File: src/rtl/pwm_pkg.sv
// pwm_pkg
// Definitions shared by the sine PWM modulator and the PWM demodulator:
// the nominal PWM period (in fabric clock cycles), the counter width, and
// the demodulator FSM state encoding.
package pwm_pkg;

   localparam int PWM_PERIOD = 1000;
   localparam int PWM_WIDTH  = 32;

   typedef enum logic [1:0] {
      IDLE    = 2'd0,
      ACQUIRE = 2'd1,
      TRACK   = 2'd2
   } pwm_state_e;

endpackage

File: src/rtl/pwm_sync_edge.sv
// pwm_sync_edge
// Multi-flop synchronizer for an asynchronous single-bit input, followed by
// a rising-edge detector. Usable for any slow asynchronous level input.
//
// Ports:
//   clk       in   clock
//   rst_n     in   asynchronous active-low reset
//   async_in  in   asynchronous input bit
//   lvl       out  synchronized level (last synchronizer stage)
//   rise      out  one-cycle pulse: lvl is high now and was low last cycle
module pwm_sync_edge #(
   parameter int SYNC_STAGES = 2   // must be at least 2
) (
   input  logic clk,
   input  logic rst_n,
   input  logic async_in,
   output logic lvl,
   output logic rise
);

   logic [SYNC_STAGES-1:0] sync_reg;
   logic                   lvl_d_reg;

   always_ff @(posedge clk or negedge rst_n) begin
      if (!rst_n) begin
         sync_reg  <= '0;
         lvl_d_reg <= 1'b0;
      end else begin
         sync_reg  <= {sync_reg[SYNC_STAGES-2:0], async_in};
         lvl_d_reg <= sync_reg[SYNC_STAGES-1];
      end
   end

   assign lvl  = sync_reg[SYNC_STAGES-1];
   // Combinational so that rise and lvl describe the same cycle; the high
   // counter relies on this alignment to count the rise cycle exactly once.
   assign rise = lvl & ~lvl_d_reg;

endmodule

File: src/rtl/pwm_demod.sv
// pwm_demod
// PWM receiver: measures the high time and period of each PWM period of an
// asynchronous single-bit stream and publishes them once per period.
//
// Ports:
//   clk          in   fabric clock, all logic on its rising edge
//   rst_n        in   asynchronous active-low reset
//   en           in   enable; low forces the FSM to IDLE
//   pwm_in       in   PWM stream, asynchronous to clk
//   width_out    out  last published high-time count
//   width_valid  out  one-cycle strobe, width_out/period_out updated with it
//   period_out   out  last measured period length
//   period_err   out  one-cycle strobe: period outside PERIOD +/- TOL
//   timeout      out  one-cycle strobe: no rising edge for 2*PERIOD cycles
//   locked       out  high after LOCK_COUNT consecutive good periods
module pwm_demod
   import pwm_pkg::*;
#(
   parameter int PERIOD      = PWM_PERIOD,
   parameter int WIDTH       = PWM_WIDTH,
   parameter int TOL         = 2,
   parameter int LOCK_COUNT  = 4,
   parameter int SYNC_STAGES = 2
) (
   input  logic             clk,
   input  logic             rst_n,
   input  logic             en,
   input  logic             pwm_in,
   output logic [WIDTH-1:0] width_out,
   output logic             width_valid,
   output logic [WIDTH-1:0] period_out,
   output logic             period_err,
   output logic             timeout,
   output logic             locked
);

   localparam logic [WIDTH-1:0] PERIOD_W    = WIDTH'(PERIOD);
   localparam logic [WIDTH-1:0] PERIOD_LO   = WIDTH'(PERIOD - TOL);
   localparam logic [WIDTH-1:0] PERIOD_HI   = WIDTH'(PERIOD + TOL);
   localparam logic [WIDTH-1:0] TIMEOUT_CNT = WIDTH'(2 * PERIOD);
   localparam logic [WIDTH-1:0] CNT_MAX     = '1;
   localparam logic [WIDTH-1:0] CNT_ONE     = WIDTH'(1);
   localparam int               GOOD_W      = $clog2(LOCK_COUNT + 1);
   localparam logic [GOOD_W-1:0] GOOD_MAX   = GOOD_W'(LOCK_COUNT);
   localparam logic [GOOD_W-1:0] GOOD_ONE   = GOOD_W'(1);

   logic lvl;
   logic rise;

   pwm_sync_edge #(
      .SYNC_STAGES(SYNC_STAGES)
   ) u_sync_edge (
      .clk      (clk),
      .rst_n    (rst_n),
      .async_in (pwm_in),
      .lvl      (lvl),
      .rise     (rise)
   );

   pwm_state_e        state_reg;
   logic [WIDTH-1:0]  period_cnt_reg;
   logic [WIDTH-1:0]  high_cnt_reg;
   logic [GOOD_W-1:0] good_cnt_reg;
   logic [WIDTH-1:0]  width_out_reg;
   logic [WIDTH-1:0]  period_out_reg;
   logic              width_valid_reg;
   logic              period_err_reg;
   logic              timeout_reg;
   logic              locked_reg;

   // Saturating next values for the counters.
   logic [WIDTH-1:0]  period_cnt_next;
   logic [WIDTH-1:0]  high_cnt_next;
   logic [GOOD_W-1:0] good_cnt_next;
   logic              out_of_tol;

   always_comb begin
      period_cnt_next = period_cnt_reg;
      high_cnt_next   = high_cnt_reg;
      good_cnt_next   = good_cnt_reg;
      if (period_cnt_reg != CNT_MAX)
         period_cnt_next = period_cnt_reg + CNT_ONE;
      if (lvl && (high_cnt_reg != CNT_MAX))
         high_cnt_next = high_cnt_reg + CNT_ONE;
      if (good_cnt_reg != GOOD_MAX)
         good_cnt_next = good_cnt_reg + GOOD_ONE;
   end

   assign out_of_tol = (period_cnt_reg > PERIOD_HI) || (period_cnt_reg < PERIOD_LO);

   always_ff @(posedge clk or negedge rst_n) begin
      if (!rst_n) begin
         state_reg       <= IDLE;
         period_cnt_reg  <= '0;
         high_cnt_reg    <= '0;
         good_cnt_reg    <= '0;
         width_out_reg   <= '0;
         period_out_reg  <= '0;
         width_valid_reg <= 1'b0;
         period_err_reg  <= 1'b0;
         timeout_reg     <= 1'b0;
         locked_reg      <= 1'b0;
      end else begin
         width_valid_reg <= 1'b0;
         period_err_reg  <= 1'b0;
         timeout_reg     <= 1'b0;

         if (!en) begin
            // Published values are held; only tracking state is dropped.
            state_reg      <= IDLE;
            period_cnt_reg <= '0;
            high_cnt_reg   <= '0;
            good_cnt_reg   <= '0;
            locked_reg     <= 1'b0;
         end else begin
            case (state_reg)
               IDLE: begin
                  period_cnt_reg <= '0;
                  high_cnt_reg   <= '0;
                  state_reg      <= ACQUIRE;
               end

               ACQUIRE: begin
                  // First edge only starts a measurement; nothing published.
                  if (rise) begin
                     period_cnt_reg <= CNT_ONE;
                     high_cnt_reg   <= CNT_ONE;
                     state_reg      <= TRACK;
                  end else begin
                     period_cnt_reg <= period_cnt_next;
                     high_cnt_reg   <= high_cnt_next;
                  end
               end

               TRACK: begin
                  // A rise takes priority over the timeout threshold.
                  if (rise) begin
                     width_out_reg   <= high_cnt_reg;
                     period_out_reg  <= period_cnt_reg;
                     width_valid_reg <= 1'b1;
                     if (out_of_tol) begin
                        period_err_reg <= 1'b1;
                        good_cnt_reg   <= '0;
                        locked_reg     <= 1'b0;
                     end else begin
                        good_cnt_reg <= good_cnt_next;
                        if (good_cnt_next == GOOD_MAX)
                           locked_reg <= 1'b1;
                     end
                     period_cnt_reg <= CNT_ONE;
                     high_cnt_reg   <= CNT_ONE;
                  end else if (period_cnt_reg >= TIMEOUT_CNT) begin
                     // Constant level: report full-on as one nominal period.
                     width_out_reg   <= lvl ? PERIOD_W : '0;
                     period_out_reg  <= TIMEOUT_CNT;
                     width_valid_reg <= 1'b1;
                     timeout_reg     <= 1'b1;
                     good_cnt_reg    <= '0;
                     locked_reg      <= 1'b0;
                     period_cnt_reg  <= '0;
                     high_cnt_reg    <= '0;
                     state_reg       <= ACQUIRE;
                  end else begin
                     period_cnt_reg <= period_cnt_next;
                     high_cnt_reg   <= high_cnt_next;
                  end
               end

               default: begin
                  state_reg <= IDLE;
               end
            endcase
         end
      end
   end

   assign width_out   = width_out_reg;
   assign width_valid = width_valid_reg;
   assign period_out  = period_out_reg;
   assign period_err  = period_err_reg;
   assign timeout     = timeout_reg;
   assign locked      = locked_reg;

endmodule

File: config.mk
export PLATFORM = sky130hd
export DESIGN_NAME = pwm_demod
export DESIGN_NICKNAME = d
export VERILOG_FILES = /design/src/rtl/pwm_pkg.sv /design/src/rtl/pwm_sync_edge.sv /design/src/rtl/pwm_demod.sv
export SDC_FILE = /design/constraint.sdc
export NUM_CORES = 1
export LEC_CHECK = 0
export BUFFER_PORTS_ARGS = -buffer_cell sky130_fd_sc_hd__buf_2
export CAP_MARGIN = 20
export CORE_MARGIN = 2
export CORE_UTILIZATION = 40
export DETAILED_ROUTE_END_ITERATION = 6
export PLACE_DENSITY = 0.66
export SLEW_MARGIN = 30
export SYNTH_ARGS = -nofsm -noshare
export SYNTH_HDL_FRONTEND = slang
export SYNTH_SLANG_ARGS = --single-unit
File: constraint.sdc
create_clock -name clk -period 2.2 [get_ports clk]
set_input_delay 0.44 -clock clk [delete_from_list [all_inputs] [get_ports clk]]
set_output_delay 0.44 -clock clk [all_outputs]
set_load 0.005 [all_outputs]
==> results.rst <==
.. list-table::
   :header-rows: 1

   * - Metric
     - Value
   * - Result of the run
     - finished, violations left
   * - Violations in the final reports
     - negative setup slack
   * - Number of slew-limit violations in the final report
     - 0
   * - GRT Util Overall
     - 21.9%
   * - Sink count of the clock tree
     - 140
   * - Average routed wire per standard cell
     - roughly 18 um
   * - Yosys Warn Count
     - 0
   * - Number of different library cells in the post-synthesis netlist
     - 55
   * - Vert. Die Dim
     - approximately 140 um
   * - Peak ir drop on the vdd network
     - 640 uV
   * - RSZ-0062 raised after global routing
     - yes
   * - Std-Cell Core Area
     - 16700 sq um
   * - Highest net fanout along the worst path
     - 11
   * - FF+latch count, synth
     - 140
   * - Reg-to-reg slack, setup
     - -140 ps
   * - DIE AREA
     - 18300 sq um
   * - Fraction of final layout cells with drive strength greater than 1
     - 31.8%
   * - Number of design-rule violations left by the first detailed-router iteration
     - roughly 570
   * - Cell count of the worst hold path
     - 1
   * - Power Density
     - 796 nW/um^2
   * - Number of cell rows
     - 47
   * - Hold Startpoint
     - pwm_in
   * - Cell type with the largest total area after synthesis
     - dfrtp_1
   * - Worst R2R Start
     - period_cnt_reg[13]
   * - Leading post-synthesis cells by instance count
     - dfrtp_1, nand2_1, o21ai_0
   * - Number of failing hold endpoints at the final stage
     - 0
   * - Global routing's busiest layer
     - met2
   * - Flip-flop and latch area
     - 3500 sq um
   * - Number of antenna cells inserted
     - 0
   * - Cell count after placement
     - approximately 1100
   * - Final core utilization
     - 56.6%
   * - Via count of the routed design
     - around 6400
   * - Filler instances
     - 1460
   * - Element type at the critical path start
     - flop
   * - Final ANT Viol Nets
     - 0
   * - Multi-input gate area
     - 3510 sq um
   * - Overall die width
     - 135 um
   * - I/O pin total
     - roughly 70
   * - Maximum number of pins on one net before global-route repair
     - 57
   * - Top flip-flop cell by instance count after synthesis
     - dfrtp_1
   * - Leakage power summed over all cells
     - 4.17 nW
   * - Number of buffers created by CTS
     - 17
   * - Post-Route WL
     - just over 20 mm
   * - CP Data Arrival Time
     - 2680 ps
   * - Endpoint type of the worst setup path
     - flop
   * - Mapped cell area
     - 6890 sq um
   * - Initial standard-cell utilization of the core
     - 41.3%
   * - Synthesized net count
     - 735
   * - Number of detailed-route iterations in the first pass
     - 5
   * - Clock latency on the worst-skew pair
     - 430 ps
   * - HPWL Detailed
     - 12.9 mm
   * - Max capacitance violation total
     - 0
   * - Nets
     - 878
   * - Cells taking the most area after synthesis
     - dfrtp_1, a22o_1, o21ai_0, nand2_1, a21oi_1
   * - Final critical-path share of the clock period
     - 106%
   * - Final worst setup slack
     - -136 ps
   * - Proportion of register bits with asynchronous set or reset after synthesis
     - 100%
   * - Average vias per placed instance
     - 5.88
   * - Number of port buffers
     - 71
   * - Most frequently used cell type in the post-synthesis netlist
     - dfrtp_1
   * - FF-to-FF path depth
     - 8
   * - Clock skew after layout
     - 9.17 ps
   * - Final weighted congestion of routability-driven global placement
     - ~0.86
   * - Maximum clock frequency
     - between 400 and 500 MHz
   * - Count of mapped cells out of synthesis
     - 722
   * - Met2 routing resource usage after global routing
     - 36.9%
   * - # DRC
     - 0
   * - CTS H-Tree Depth
     - 4
   * - Met1 demand-to-capacity share in global routing
     - 29.0%
   * - Synthesized area divided by synthesized cell count
     - 9.55 sq um
   * - Maximum clock insertion buffer count
     - 2
   * - Total setup violations reported at the end of the flow
     - between 40 and 50
   * - Relative slew margins
     - a little over half
   * - Total design power
     - 0.00753 W
   * - Met3 Resource Use GR
     - 3.74%
   * - Syn-to-layout area delta
     - 37.2%
   * - Number of global-route vias before repair
     - 6144
   * - Worst EP required
     - around 2600 ps
   * - Slew at the pin with the worst max-slew slack
     - 696 ps
   * - Aggregate global routing overflow
     - 0
   * - Register area share after synthesis
     - a little over 50%
   * - Number of antenna violations at the first check in global routing
     - 0
   * - CTS root buffer
     - clkbuf_16
   * - Kind of critical path
     - reg2reg
   * - Final cell count without fillers
     - 1097
   * - CTS tree
     - yes
   * - Endpoint of the lowest-slack register-to-register path
     - period_cnt_reg[6]
   * - Total negative slack
     - -2680 ps
   * - Global-route wire length before repair
     - between 30 and 40 mm
   * - Worst min-delay path class
     - in2reg
   * - Clk pin slew, worst setup/hold paths
     - ~60 ps
   * - Endpoint with the worst hold slack
     - u_sync_edge.sync_reg[0]
   * - EDFF count, synth
     - 0
   * - Clock period minus worst slack
     - 2340 ps
   * - Synth top area share
     - 50.8%
[what timing repair did]
item	4_1_cts	5_1_grt
endpoints found under the hold margin	32	0
cloned	3	5
endpoints found under the setup margin	52	66
hold buffers	1	0
setup buffers	3	4
resized for setup	19	80
pin swaps	10	29
[worst max path at each step]
stage	startpoint	to	slack, ps
floorplan	period_cnt_reg[22]	period_cnt_reg[26]	-50
global placement	period_cnt_reg[21]	good_cnt_reg[2]	-200
detailed placement	period_cnt_reg[18]	good_cnt_reg[2]	-230
CTS	period_cnt_reg[16]	high_cnt_reg[4]	-90
global route	period_cnt_reg[13]	high_cnt_reg[7]	-250
finish	period_cnt_reg[13]	period_cnt_reg[6]	-140
[cell families after synthesis]
logic type	count (synthesis)	synth area share, %
buffers and inverters	77	4.59
multiplexers	8	1.16
XOR/XNOR	1	0.127
adder cells (fa/ha/maj)	9	1.63
flip-flops	140	50.8
AND/OR/NAND/NOR	260	19.9
AO/OA/AOI/OAI	227	21.7
[critical path, stage by stage, from the launching register on]
cell      delay [ps]
dfrtp_1          390
nor4_2           270
buf_4            150
o211ai_1         140
o31a_1           360
or2_4            310
buf_8            170
or3_4            360
o21ai_1           90
[metrics by stage]
stage	cell area [sq um]	hold WS, ps	setup WS [ps]
after floorplan	6930	144	-46.6
final	9460	118	-136
after global placement	8130	357	-196
after detailed placement	8130	359	-231
after CTS	8910	99.1	-87.5
after global routing	9460	109	-253
[per-layer routing]
layer	up-vias	part of all wire, %
li1	3013	-
met1	3212	45
met2	185	49
met3	39	4.4
met4	0	2.2
met5	-	0
[cell usage in the layout (no fill, tap or decap), drive strengths merged, types with 15 or more instances in the layout]
| cell type | synthesis | routed |
|---|---|---|
| clkbuf | 39 | 26 |
| a21oi | 48 | 48 |
| nor2 | 24 | 24 |
| a31oi | 28 | 28 |
| or3 | 19 | 19 |
| a22o | 40 | 40 |
| dfrtp | 140 | 140 |
| and3 | 15 | 15 |
| nand4 | 29 | 29 |
| nand2 | 71 | 71 |
| o21ai | 61 | 61 |
| buf | 12 | 168 |
| inv | 26 | 27 |
| nand3 | 46 | 46 |
[final cells by class]
| cell class | count | share of cell area (%) |
|---|---|---|
| Clock inverter | 10 | 1.73 |
| Multi-Input combinational cell | 506 | 37.1 |
| Sequential cell | 140 | 37.0 |
| Timing Repair Buffer | 174 | 15.3 |
| Inverter | 26 | 1.03 |
| Tap cell | 220 | 2.91 |
| Clock buffer | 21 | 4.87 |
[power by group]
group / switching, W / total [W] / internal (W)
Clock: 0.00111 / 0.00306 / 0.00195
Combinational: 0.000937 / 0.00168 / 0.000738
Sequential: 0.0000817 / 0.00280 / 0.00271
Total: 0.00213 / 0.00753 / 0.00540
No activity file was read; power rests on OpenSTA's default activity.
